[config.mk]
export PLATFORM = sky130hd
export DESIGN_NAME = uart_tx_ctrl
export DESIGN_NICKNAME = d
export VERILOG_FILES = /design/src/rtl/uart_tx_pkg.sv /design/src/rtl/uart_parity_calc.sv /design/src/rtl/uart_tx_ctrl.sv
export SDC_FILE = /design/constraint.sdc
export NUM_CORES = 1
export LEC_CHECK = 0
export CAP_MARGIN = 20
export CORE_MARGIN = 1
export CORE_UTILIZATION = 40
export DETAILED_ROUTE_END_ITERATION = 16
export HOLD_SLACK_MARGIN = 0.03
export MAX_ROUTING_LAYER = met4
export PLACE_DENSITY = 0.7
export SKIP_LAST_GASP = 1
export SLEW_MARGIN = 20
export SYNTH_ARGS = -nofsm -noshare
export SYNTH_HDL_FRONTEND = slang
export SYNTH_SLANG_ARGS = --single-unit
[constraint.sdc]
create_clock -name CLK -period 2.9 [get_ports CLK]
set_clock_uncertainty 0.2 [all_clocks]
set_input_delay 0.29 -clock CLK [delete_from_list [all_inputs] [get_ports CLK]]
set_output_delay 0.29 -clock CLK [all_outputs]
set_load 0.01 [all_outputs]
[src/rtl/uart_tx_pkg.sv]
// Shared definitions for the UART transmit controller: FSM state encoding and parity types.
package uart_tx_pkg;

  typedef enum logic [2:0] {
    ST_IDLE   = 3'd0,
    ST_START  = 3'd1,
    ST_DATA   = 3'd2,
    ST_PARITY = 3'd3,
    ST_STOP   = 3'd4
  } state_t;

  localparam logic PAR_EVEN = 1'b0;
  localparam logic PAR_ODD  = 1'b1;

endpackage

[src/rtl/uart_parity_calc.sv]
// Combinational parity generator: even parity is the XOR of all data bits, odd is its inverse.
module uart_parity_calc
  import uart_tx_pkg::*;
#(
  parameter int DATA_WIDTH = 8
) (
  input  logic [DATA_WIDTH-1:0] data,
  input  logic                  par_typ,
  output logic                  parity
);

  assign parity = (^data) ^ (par_typ == PAR_ODD);

endmodule

[src/rtl/uart_tx_ctrl.sv]
// UART transmit controller: serialises a latched word as start, data (LSB first),
// optional parity and one or two stop bits, with back-to-back frame support.
module uart_tx_ctrl
  import uart_tx_pkg::*;
#(
  parameter int DATA_WIDTH = 8
) (
  input  logic                  CLK,
  input  logic                  RST,
  input  logic [DATA_WIDTH-1:0] P_DATA,
  input  logic                  DATA_VALID,
  input  logic                  PAR_EN,
  input  logic                  PAR_TYP,
  input  logic                  STOP2,
  output logic                  TX_OUT,
  output logic                  Busy,
  output logic                  DONE
);

  localparam int CNT_W = (DATA_WIDTH > 1) ? $clog2(DATA_WIDTH) : 1;
  localparam logic [CNT_W-1:0] LAST_BIT = CNT_W'(DATA_WIDTH - 1);

  state_t                  state, state_nxt;
  logic [CNT_W-1:0]        bit_cnt, bit_cnt_nxt;
  logic                    stop_cnt, stop_cnt_nxt;
  logic [DATA_WIDTH-1:0]   data_reg;
  logic                    par_bit_reg, par_en_reg, stop2_reg;
  logic                    par_calc;
  logic                    stop_final, accept;
  logic                    tx_nxt, busy_nxt, done_nxt;

  uart_parity_calc #(.DATA_WIDTH(DATA_WIDTH)) u_parity (
    .data    (P_DATA),
    .par_typ (PAR_TYP),
    .parity  (par_calc)
  );

  // The final stop cycle is the only point mid-frame where a new request is honoured.
  assign stop_final = (state == ST_STOP) && (!stop2_reg || stop_cnt);
  assign accept     = DATA_VALID && ((state == ST_IDLE) || stop_final);

  // NOTE: sequential state uses non-blocking assignments so every register samples pre-edge values.
  always_ff @(posedge CLK or posedge RST) begin
    if (RST) begin
      state    <= ST_IDLE;
      bit_cnt  <= '0;
      stop_cnt <= 1'b0;
      TX_OUT   <= 1'b1;
      Busy     <= 1'b0;
      DONE     <= 1'b0;
    end else begin
      state    <= state_nxt;
      bit_cnt  <= bit_cnt_nxt;
      stop_cnt <= stop_cnt_nxt;
      TX_OUT   <= tx_nxt;
      Busy     <= busy_nxt;
      DONE     <= done_nxt;
    end
  end

  always_ff @(posedge CLK or posedge RST) begin
    if (RST) begin
      data_reg    <= '0;
      par_bit_reg <= 1'b0;
      par_en_reg  <= 1'b0;
      stop2_reg   <= 1'b0;
    end else if (accept) begin
      data_reg    <= P_DATA;
      par_bit_reg <= par_calc;
      par_en_reg  <= PAR_EN;
      stop2_reg   <= STOP2;
    end
  end

  // NOTE: every signal gets a default before the case so no latch can be inferred.
  always_comb begin
    state_nxt = ST_IDLE;
    case (state)
      ST_IDLE:   state_nxt = accept ? ST_START : ST_IDLE;
      ST_START:  state_nxt = ST_DATA;
      ST_DATA: begin
        if (bit_cnt == LAST_BIT) state_nxt = par_en_reg ? ST_PARITY : ST_STOP;
        else                     state_nxt = ST_DATA;
      end
      ST_PARITY: state_nxt = ST_STOP;
      ST_STOP: begin
        if (stop_final) state_nxt = accept ? ST_START : ST_IDLE;
        else            state_nxt = ST_STOP;
      end
      default:   state_nxt = ST_IDLE;
    endcase
    bit_cnt_nxt  = ((state == ST_DATA) && (state_nxt == ST_DATA)) ? bit_cnt + CNT_W'(1) : '0;
    stop_cnt_nxt = (state == ST_STOP) && (state_nxt == ST_STOP);
  end

  // Outputs are decoded from the upcoming state so the registered line matches it cycle-exact.
  always_comb begin
    tx_nxt   = 1'b1;
    busy_nxt = 1'b1;
    done_nxt = 1'b0;
    case (state_nxt)
      ST_IDLE:   busy_nxt = 1'b0;
      ST_START:  tx_nxt   = 1'b0;
      ST_DATA:   tx_nxt   = data_reg[bit_cnt_nxt];
      ST_PARITY: tx_nxt   = par_bit_reg;
      ST_STOP:   done_nxt = !stop2_reg || stop_cnt_nxt;
      default:   busy_nxt = 1'b0;
    endcase
  end

endmodule
* Yosys cells after proc, flatten, opt, wreduce, memory -nomap -nowiden
Index checks and enable logic that the tools add are counted.
** Storage, ports and cells
- Bits in registers :: 21
- Word-level logic and storage cells :: 44
- Output and inout bits :: 3
- Input bits :: 14
** Operators by class
- $lt $le $gt $ge :: 1
- Reductions and logical operators :: 11
- Muxes and demuxes :: 11
- Add/sub/neg operators :: 1
- Eq/ne operators :: 9
- Bitwise gates (word level) :: 1
** Operators with widths (number)
- $pmux W3 S5 :: 1
- $eq A3 B2 Y1 const B :: 4
- $mux W3 :: 4
- $eq A3 B3 Y1 const B :: 3
- $reduce_xor A8 Y1 :: 1
- $eq A3 B1 Y1 const B :: 2
- $logic_and A1 B1 Y1 :: 4
- $lt A3 B4 Y1 const B :: 1
- $mux W1 :: 4
- $reduce_or A4 Y1 :: 1
- $add A3 B1 Y3 const B :: 1
- $bmux W1 S3 :: 1
- $logic_not A3 Y1 :: 1
- $logic_or A1 B1 Y1 :: 3
- $pmux W1 S3 :: 1
- $logic_not A1 Y1 :: 1
- $xor A1 B1 Y1 :: 1

* Longest topological paths before layout
Gate-level depths: netlist of run 1.
- Depth in word-level cells :: 14
- Gate-level depth with buffers :: 6
- Gate-level depth less buffers :: 6

* By module
Synthesis of run 1 repeated with hierarchy kept, for this count alone.
** Unflattened totals
- Cell total of the unflattened synthesis :: 81
- Area, all modules :: 1026.0 sq um
** Modules (own cells, without submodules)
- uart_tx_ctrl :: seq. area each 526.8 sq um, instances 1, area each 943.4 sq um, cells an instance 74
- uart_parity_calc :: seq. area each 0.0 sq um, instances 1, area each 82.6 sq um, cells an instance 7

* Worst setup path before layout of run 1
Ideal clock, no wire load.
- Path type :: register to register
- Start :: reg bit_cnt[0]
- End :: reg TX_OUT
- Path buffers :: 0
- Stages on the path, launching flop included :: 7
- Required time :: 2.612 ns
- Path slack :: 0.816 ns
- Arrival time :: 1.797 ns
- Clock period less this slack :: 2.084 ns
- Library setup time :: 0.088 ns
- Cell sequence :: dfrtp_1 ha_1 ha_1 and2b_1 or3_1 a211o_1 a221oi_2
** Between the ends
- Cells in the longest elaborated chain, start to end :: 9
- Elaborated cells on any way between the ends :: 12
- Classes of those cells :: 1 x add/sub; 4 x eq/ne; 6 x mux; 1 x reduce/logical
** Ends and longest elaborated chain
- start: declaration :: line uart_tx_ctrl.sv:24 : logic [CNT_W-1:0] bit_cnt, bit_cnt_nxt;
- start signal: assignment :: line uart_tx_ctrl.sv:53 : bit_cnt <= bit_cnt_nxt;
- $eq A3 B3 Y1 :: line uart_tx_ctrl.sv:82 : if (bit_cnt == LAST_BIT) state_nxt = par_en_reg ? ST_PARITY : ST_STOP;
- $mux W3 :: line uart_tx_ctrl.sv:82
- $pmux W3 S5 :: line uart_tx_ctrl.sv:78 : case (state)
- $eq A3 B2 Y1 :: line uart_tx_ctrl.sv:92, uart_tx_ctrl.sv:101
- $logic_and A1 B1 Y1 :: line uart_tx_ctrl.sv:92 : bit_cnt_nxt = ((state == ST_DATA) && (state_nxt == ST_DATA)) ? bit_cnt + CNT_W'(1) : '0;
- $mux W3 :: line uart_tx_ctrl.sv:92
- $bmux W1 S3 :: line uart_tx_ctrl.sv:104 : ST_DATA: tx_nxt = data_reg[bit_cnt_nxt];
- $mux W1 (not written as such) :: line uart_tx_ctrl.sv:104
- $pmux W1 S3 * :: line uart_tx_ctrl.sv:101 : case (state_nxt)
- via tx_nxt :: line uart_tx_ctrl.sv:30 : logic tx_nxt, busy_nxt, done_nxt;
- end signal: assignment :: line uart_tx_ctrl.sv:55 : TX_OUT <= tx_nxt;
- end: declaration :: line uart_tx_ctrl.sv:15 : output logic TX_OUT,
The timed path passes the listed nets; every way through them passes the cells marked *. The select of a mux whose other input is x is not followed.
A chain may end at the register's enable or synchronous reset.

* Final worst setup path of run 1
Same ends and word-level chain as after synthesis.

==> flow_metrics.py, run 1 <==
metrics = {
    "worst_hold_path": {
        "hp-class": "in -> async",
    },
    "sta": {
        "min_period_ns": 2.25,
        "fin_tns_setup_ns": 0,
        "finalCritPeriodShare": 0.778,
        "hold_ws_ns": 0.226,
        "max-slew-margin-rel": 0.475,
        "slew_viol_final": 0,
        "finalSetupViolations": 0,
        "rsz0062_at_grt": "false",
        "finalHoldViolations": 0,
        "tightestPinTransition_ns": 0.786,
        "max_freq_mhz": 443,
    },
    "setup_path": {
        "crit_buf_inv": 0,
        "critPathMaxStageDelay_ns": 0.46,
        "cp-end-kind": "register",
        "cp-start-kind": "register",
        "crit_fanout": 6,
        "cpMostUsedCell": "ha_1",
        "crit_chain": "ha_1, ha_1, and2b_1, or3_1, a211o_1, a221oi_2",
        "crit_arrival_ns": 2.27,
        "worstPathRequired_ns": 2.91,
        "crit_type": "reg -> reg",
        "worst_path_max_delay_cell": "dfrtp_1",
        "cp_top_family": "compound AO/OA/AOI/OAI gates",
    },
    "clock_tree": {
        "clkTransAtPathRegs_ns": 0.11,
        "clock_sinks": 21,
        "numCtsBuffers": 3,
        "cts_tree": "done",
        "htree_levels": 1,
        "cts_buffer_depth": 2,
        "postCtsSetupBuffers": 0,
        "clock-root-buffer": "clkbuf_4",
        "postCtsHoldBufs": 0,
        "clock_latency_ns": 0.30,
        "cts_resized": 0,
    },
    "power_and_ir_drop": {
        "pwr-share-comb": 0.404,
        "clkPwrFrac": 0.125,
        "intPower_mw": 0.732,
        "powerDensity_nw_per_um2": 892,
        "p_leak_nw": 0.532,
        "ir_drop_uv": 497,
        "total_power_mw": 1.10,
        "swShare": 0.334,
        "power.switching_mw": 0.368,
        "p_seq_frac": 0.472,
    },
    "synthesis": {
        "syn_area_um2": 1020,
        "syn_avg_cell_area_um2": 12.4,
        "synth_nets": 98,
        "synth_seq_cells": 21,
        "syn-instance-count": 82,
        "yosys_warnings": 0,
        "dominantRegCellSynth": "dfrtp_1",
        "synth_async_sr_flop_share": 1.00,
        "synth_cell_types": 35,
        "yosys.area_share.adder": 0.0246,
        "ys_seq_area_frac": 0.517,
        "synth_edf_count": 0,
        "synth_simple_gate_area_frac": 0.113,
        "synth-compound-area-share": 0.120,
        "muxShareOfSynthArea": 0.122,
        "synth_top_family_by_area": "multiplexers",
        "yosys.area_share.xor_xnor": 0.0737,
    },
    "route": {
        "ant_nets": 0,
        "vias_per_cell": 5.14,
        "routed_wl_um": 1730,
        "drt_iter0_markers": 6,
        "drcViolationCount": 0,
        "wire_per_inst_um": 13.4,
        "firstDrtPassIters": 3,
        "vias": 663,
    },
    "floorplan": {
        "die_h_um": 52.5,
        "rows": 17,
        "start_util": 0.443,
        "fp.dieW_um": 52.5,
        "io_pins": 17,
        "core-area_um2": 2300,
        "die-area_um2": 2750,
    },
    "placed_design": {
        "placed_cell_area_um2": 1210,
        "portBuffers": 16,
        "dp_hpwl_um": 1340,
        "place.gp.congestion": 0.771,
    },
    "cells_and_area": {
        "design_area_um2": 1230,
        "diodes": 0,
        "finalNetCount": 118,
        "area_growth_pct": 21.0,
        "layout-drive-gt1-share": 0.198,
        "largest_reg_flops": 8,
    },
    "global_routing": {
        "grt_pass1_vias": 645,
        "grt_usage": 0.154,
        "grt_overflow_total": 0,
        "grt_pass1_wl_um": 2920,
        "grt_max_degree": 22,
        "antenna_found_initial": 0,
    },
    "outcome": {
        "outcome": "complete, no violations",
    },
    "job": {
        "maxCapViolCount": 0,
    },
}
==> cells in the final DEF (no fill, tap or decap), types with 3 or more instances in the layout <==
cell type / synthesis / layout
clkdlybuf4s50_1: 0 / 16
inv_1: 5 / 5
mux2_2: 11 / 11
clkbuf_4: 0 / 3
o21ai_0: 3 / 3
dfrtp_1: 20 / 20
xnor2_1: 4 / 4
nand2_1: 4 / 4
==> cell usage after synthesis, types with 2 or more instances <==
library cell	number	area (µm²)
mux2_2	11	124
a21oi_1	2	10.0
o21ai_0	3	15.0
and2_1	2	12.5
xor2_1	2	17.5
a211oi_1	2	15.0
inv_1	5	18.8
xnor2_1	4	35.0
dfrtp_1	20	500
nand2_1	4	15.0
or3_1	2	12.5
ha_1	2	25.0
==> metal layers <==
layer  vias up  wire length (µm)  track usage  share of wire
met1       309               816        0.199           0.47
met4         0                25       0.0526          0.014
met5         -                 0            -              0
li1        337                 -            -              -
met2        13               827        0.238           0.48
met3         4                57       0.0348          0.033
==> final timing paths <==
path,start,end,slack [ns],cells after the start
worst max-delay path,bit_cnt[0]$_DFF_PP0_,TX_OUT$_DFF_PP1_,0.65,6
worst min-delay path,RST,DONE$_DFF_PP0_,0.23,2
worst max register to register,bit_cnt[0]$_DFF_PP0_,TX_OUT$_DFF_PP1_,0.65,6
worst min register to register,par_bit_reg$_DFFE_PP0N_,par_bit_reg$_DFFE_PP0N_,0.30,2
max in group asynchronous,RST,state[0]$_DFF_PP0_,1.78,2
min in group CLK,par_bit_reg$_DFFE_PP0N_,par_bit_reg$_DFFE_PP0N_,0.30,2
==> final cells by class <==
cell class | count | area [µm²]
clock buffer | 4 | 26.3
fill | 203 | 1060
inverter | 6 | 22.5
multi-input combinational | 54 | 462
sequential | 21 | 527
tap | 28 | 35.0
timing repair buffer | 16 | 160
==> per-stage QoR <==
step	std cells	util	setup slack (ns)
after global placement	125	0.525	0.653
after global routing	129	0.536	0.505
after detailed placement	125	0.525	0.625
after floorplan	82	-	0.816
after CTS	129	0.536	0.628
final	129	0.536	0.645
==> cells by family after synthesis <==
| logic type | after synthesis |
|---|---|
| buffers and inverters | 7 |
| AND/OR/NAND/NOR | 18 |
| flip-flops | 21 |
| adder cells (fa/ha/maj) | 2 |
| AO/OA/AOI/OAI | 16 |
| XOR/XNOR | 7 |
| multiplexers | 11 |
==> power by group through the flow <==
stage	clock, mW	combinational, mW	sequential (mW)
CTS	0.140	0.450	0.520
global placement	0	0.436	0.524
finish	0.137	0.444	0.519
floorplan	0	0.336	0.505
global route	0.151	0.496	0.539
detailed placement	0	0.448	0.527
Power figures use the tool's default switching activity.
==> run 2: changes to the inputs <==
==> constraint.sdc (replaced) <==
create_clock -name CLK -period 2.15 [get_ports CLK]
set_clock_uncertainty 0.2 [all_clocks]
set_input_delay 0.215 -clock CLK [delete_from_list [all_inputs] [get_ports CLK]]
set_output_delay 0.215 -clock CLK [all_outputs]
set_load 0.01 [all_outputs]
==> flow_metrics.py, run 2 (synthesis results as in run 1) <==
metrics = {
    "placed_design": {
        "place.gp.congestion": 0.780,
        "portBuffers": 16,
        "place_inst": 130,
        "dp_hpwl_um": 1350,
        "pre_cts_slack_ns": 0.0547,
    },
    "global_routing": {
        "grt_pass1_wl_um": 3000,
        "grt-busiest-layer": "met2",
        "grt_max_degree": 22,
        "grt_pass1_vias": 705,
        "met3_usage": 0.0261,
        "grt_use_met2": 0.259,
        "antenna_found_initial": 0,
        "grt_overflow_total": 0,
        "met1_usage": 0.187,
        "grt_usage": 0.160,
    },
    "clock_tree": {
        "cts_resized": 0,
        "postCtsHoldBufs": 0,
        "clock_latency_ns": 0.31,
        "cts_tree": "done",
        "cts_buffer_depth": 2,
        "postCtsSetupBuffers": 0,
        "numCtsBuffers": 3,
        "clkTransAtPathRegs_ns": 0.12,
        "clock-root-buffer": "clkbuf_4",
        "clock_sinks": 21,
        "htree_levels": 1,
    },
    "setup_path": {
        "critPathMaxStageDelay_ns": 0.39,
        "crit_arrival_ns": 2.12,
        "crit_type": "reg -> reg",
        "crit_chain": "ha_1, ha_2, and2b_1, or3_1, a211o_1, a221oi_2",
        "crit_fanout": 4,
        "crit_buf_inv": 0,
        "cp_top_family": "compound AO/OA/AOI/OAI gates",
        "worstPathRequired_ns": 2.18,
        "cp-start-kind": "register",
        "cp-end-kind": "register",
        "worst_path_max_delay_cell": "dfrtp_1",
    },
    "cells_and_area": {
        "diodes": 0,
        "area_growth_pct": 24.9,
        "nFillCells": 206,
        "final_common_cell": "dfrtp_1",
        "largest_reg_flops": 8,
        "finalNetCount": 123,
        "layout-drive-gt1-share": 0.245,
        "fin_cells": 134,
        "final_cell_mix": "20 x dfrtp_1, 16 x clkdlybuf4s50_1, 11 x mux2_2, 5 x inv_1, 5 x buf_4",
    },
    "sta": {
        "fin_tns_setup_ns": 0,
        "max-slew-margin-rel": 0.686,
        "max_freq_mhz": 480,
        "min_period_ns": 2.09,
        "slew_viol_final": 0,
        "finalHoldViolations": 0,
        "finalCritPeriodShare": 0.970,
        "finalSetupViolations": 0,
        "tightestPinTransition_ns": 0.466,
        "layout_setup_ws_ns": 0.0648,
        "rsz0062_at_grt": "false",
    },
    "power_and_ir_drop": {
        "powerDensity_nw_per_um2": 1210,
        "ir_drop_uv": 571,
        "pwr-share-comb": 0.428,
        "intPower_mw": 1.03,
        "p_seq_frac": 0.448,
        "swShare": 0.331,
        "clkPwrFrac": 0.124,
        "power.switching_mw": 0.510,
        "p_leak_nw": 0.553,
    },
    "route": {
        "drcViolationCount": 0,
        "vias_per_cell": 5.22,
        "vias": 699,
        "firstDrtPassIters": 4,
        "routed_wl_um": 1770,
        "drt_iter0_markers": 4,
        "ant_nets": 0,
        "wire_per_inst_um": 13.2,
    },
    "worst_hold_path": {
        "hp-class": "in -> async",
    },
    "floorplan": {
        "start_util": 0.443,
        "core-area_um2": 2300,
        "die-area_um2": 2750,
        "die_h_um": 52.5,
        "io_pins": 17,
        "fp.dieW_um": 52.5,
        "rows": 17,
    },
    "outcome": {
        "outcome": "complete, no violations",
    },
    "job": {
        "maxCapViolCount": 0,
    },
}
-- run 2: area by class of cell --
type | instances | area (µm²) | area share
well taps | 28 | 35.0 | 0.0275
multi-input cells | 54 | 464 | 0.365
clock buffers | 4 | 26.3 | 0.0206
flip-flops and latches | 21 | 527 | 0.414
inverters | 6 | 22.5 | 0.0177
repair buffers | 21 | 198 | 0.155
-- run 2: layer usage --
layer  part of all wire  up-vias
li1                   -      346
met1               0.44      330
met2               0.49       18
met3              0.046        5
met4              0.024        0
met5                  0        -
-- run 2: through the flow --
stage	power [mW]	hold WS (ns)	area, µm²	utilization
6_report	1.54	0.0192	1270	0.554
4_1_cts	1.56	0.0313	1270	0.553
2_1_floorplan	1.13	-0.00921	1020	-
3_3_place_gp	1.35	0.268	1240	0.541
3_5_place_dp	1.37	0.274	1240	0.541
5_1_grt	1.65	0.0566	1270	0.554
-- run 2: worst paths after layout --
kind | startpoint | endpoint | slack [ns] | cells after the start
setup / recovery | bit_cnt[0]$_DFF_PP0_ | TX_OUT$_DFF_PP1_ | 0.06 | 6
hold / removal | RST | data_reg[5]$_DFFE_PP0N_ | 0.02 | 3
setup reg to reg | bit_cnt[0]$_DFF_PP0_ | TX_OUT$_DFF_PP1_ | 0.06 | 6
hold reg to reg | par_bit_reg$_DFFE_PP0N_ | par_bit_reg$_DFFE_PP0N_ | 0.30 | 2
max in group asynchronous | RST | TX_OUT$_DFF_PP1_ | 1.46 | 3
min in group CLK | STOP2 | stop2_reg$_DFFE_PP0N_ | 0.29 | 2
-- run 2: worst min-delay path: cells and delay by family --
family,cells,cell delay [ns]
buf+inv,3,0.71
-- run 2: power by group through the flow --
stage / Clock [mW] / Sequential [mW] / Combinational [mW]
after floorplan: 0 / 0.682 / 0.453
after global placement: 0 / 0.699 / 0.652
after detailed placement: 0 / 0.701 / 0.665
after CTS: 0.199 / 0.692 / 0.669
after global routing: 0.207 / 0.717 / 0.727
final: 0.190 / 0.690 / 0.659
==> RTL change, RTL diff (settings of run 1) <==
Encoding of `state_t`: now one-hot (5 bits for 5 states).
--- a/src/rtl/uart_tx_pkg.sv
+++ b/src/rtl/uart_tx_pkg.sv
@@ -1,12 +1,12 @@
 // Shared definitions for the UART transmit controller: FSM state encoding and parity types.
 package uart_tx_pkg;
 
-  typedef enum logic [2:0] {
-    ST_IDLE   = 3'd0,
-    ST_START  = 3'd1,
-    ST_DATA   = 3'd2,
-    ST_PARITY = 3'd3,
-    ST_STOP   = 3'd4
+  typedef enum logic [4:0] {
+    ST_IDLE   = 5'b00001,
+    ST_START  = 5'b00010,
+    ST_DATA   = 5'b00100,
+    ST_PARITY = 5'b01000,
+    ST_STOP   = 5'b10000
   } state_t;
 
   localparam logic PAR_EVEN = 1'b0;
Behaviour: same outputs for any inputs over 10 cycles, from zero or initial values and one cycle with RST high; not proved beyond that.
==> RTL change against run 1 <==
- clock power rose by 12%
- sequential cell count up 2
- wire length rose by 12%
- area after synthesis up 11%
- critical path type unchanged
- setup slack lost 0.0043 ns
- highest routed layer unchanged
- cell area rose by 10%
- total power shrank 6.1%
- global-route usage grew 0.19 points
==> RTL change: results <==
group,metric,value,unit
status,status,"finished, final reports clean",
setup_path,cp_max_fo,7,
grt,grt_pass1_vias,713,
route,drtPass1Iterations,4,
power_and_ir_drop,ir_drop,0.421,mV
yosys,yosys_warnings,0,
yosys,synth.distinct_cells,39,
grt,grt_max_degree,24,
yosys,ys_top_cells_by_area,"dfrtp_1 (47%), mux2_1 (9.0%), dfstp_2 (4.7%)",
cells_and_area,fin_nets,127,
sta,worstMarginPinSlew,0.874,ns
yosys,synth_nets,106,
power_and_ir_drop,power_leakage,0.564,nW
route,drt_wl_total,1930,um
placed_design,place_hpwl,1470,um
grt,grt_antenna_before_repair,0,
grt,grt_pass1_wl,3190,um
setup_path,rr_worst_depth,5,
cells_and_area,drive_gt1_share,15.5,%
yosys,synth_common_cells,"dfrtp_1 (21), mux2_1 (9), inv_1 (6), xnor2_1 (5), nor3_1 (4)",
placed_design,gp_congestion,0.816,
cells_and_area,fillers,228,
yosys,yosysSeqAreaShare,51.2,%
route,drtIter0Drc,16,
floorplan,fp-row-count,18,
route,viasPerCell,5.26,
clock_network,clk_pin_slew,0.13,ns
## RTL change: cells by family after synthesis
kind of cell    after synthesis  synth area share [%]
simple gates                 23                  12.6
flops                        23                  51.2
compound gates               14                  9.98
mux                          13                  13.9
xor+xnor                      8                  7.43
buf+inv                       7                  2.66
fa+ha+maj                     2                  2.22
## RTL change: final cells by class
type                       instances  area share (%)
tap                               30            2.77
clock buffer                       3            1.66
sequential                        23            42.6
inverter                           6            1.66
timing repair buffer              17            12.4
clock inverter                     1           0.554
multi-input combinational         60            38.4
## RTL change: power groups by stage
stage                     combinational, mW  sequential [mW]  clock [mW]
after floorplan                       0.270            0.502           0
final                                 0.363            0.516       0.154
after global routing                  0.397            0.530       0.173
after detailed placement              0.366            0.523           0
after CTS                             0.366            0.517       0.161
after global placement                0.352            0.521           0
## RTL change: path summary, 6_finish.rpt
kind	to	slack, ns
min in group CLK	DONE$_DFF_PP0_	0.28
max reg2reg	par_bit_reg$_DFFE_PP0P_	0.64
min reg2reg	DONE$_DFF_PP0_	0.28
max in group asynchronous	bit_cnt[1]$_DFF_PP0_	1.72
max	par_bit_reg$_DFFE_PP0P_	0.64
min	stop_cnt$_DFF_PP0_	0.25
## RTL change: critical path, delay by kind of cell, from the launching register on
kind            cells  cell delay, ns
mux                 1            0.34
flops               1            0.45
compound gates      1            0.39
simple gates        2            0.54
buf+inv             1            0.25
## RTL change: per-stage QoR
stage / setup WS, ns / hold WS (ns) / area, um2 / std cells / util, %
2_1_floorplan: 0.882 / 0.0904 / 1130 / 90 / -
3_3_place_gp: 0.648 / 0.259 / 1330 / 136 / 51.7
3_5_place_dp: 0.654 / 0.269 / 1330 / 136 / 51.7
4_1_cts: 0.627 / 0.268 / 1360 / 140 / 52.8
5_1_grt: 0.462 / 0.305 / 1360 / 140 / 52.8
6_report: 0.641 / 0.246 / 1360 / 140 / 52.8
## RTL change: metal layers
layer | wire (um) | track usage (%) | part of all wire [%] | up-vias
met4 | 15 | 6.67 | 0.78 | 0
met5 | 0 | - | 0 | -
li1 | - | - | - | 365
met1 | 935 | 22.3 | 48 | 355
met2 | 916 | 21.9 | 48 | 15
met3 | 60 | 2.46 | 3.1 | 2
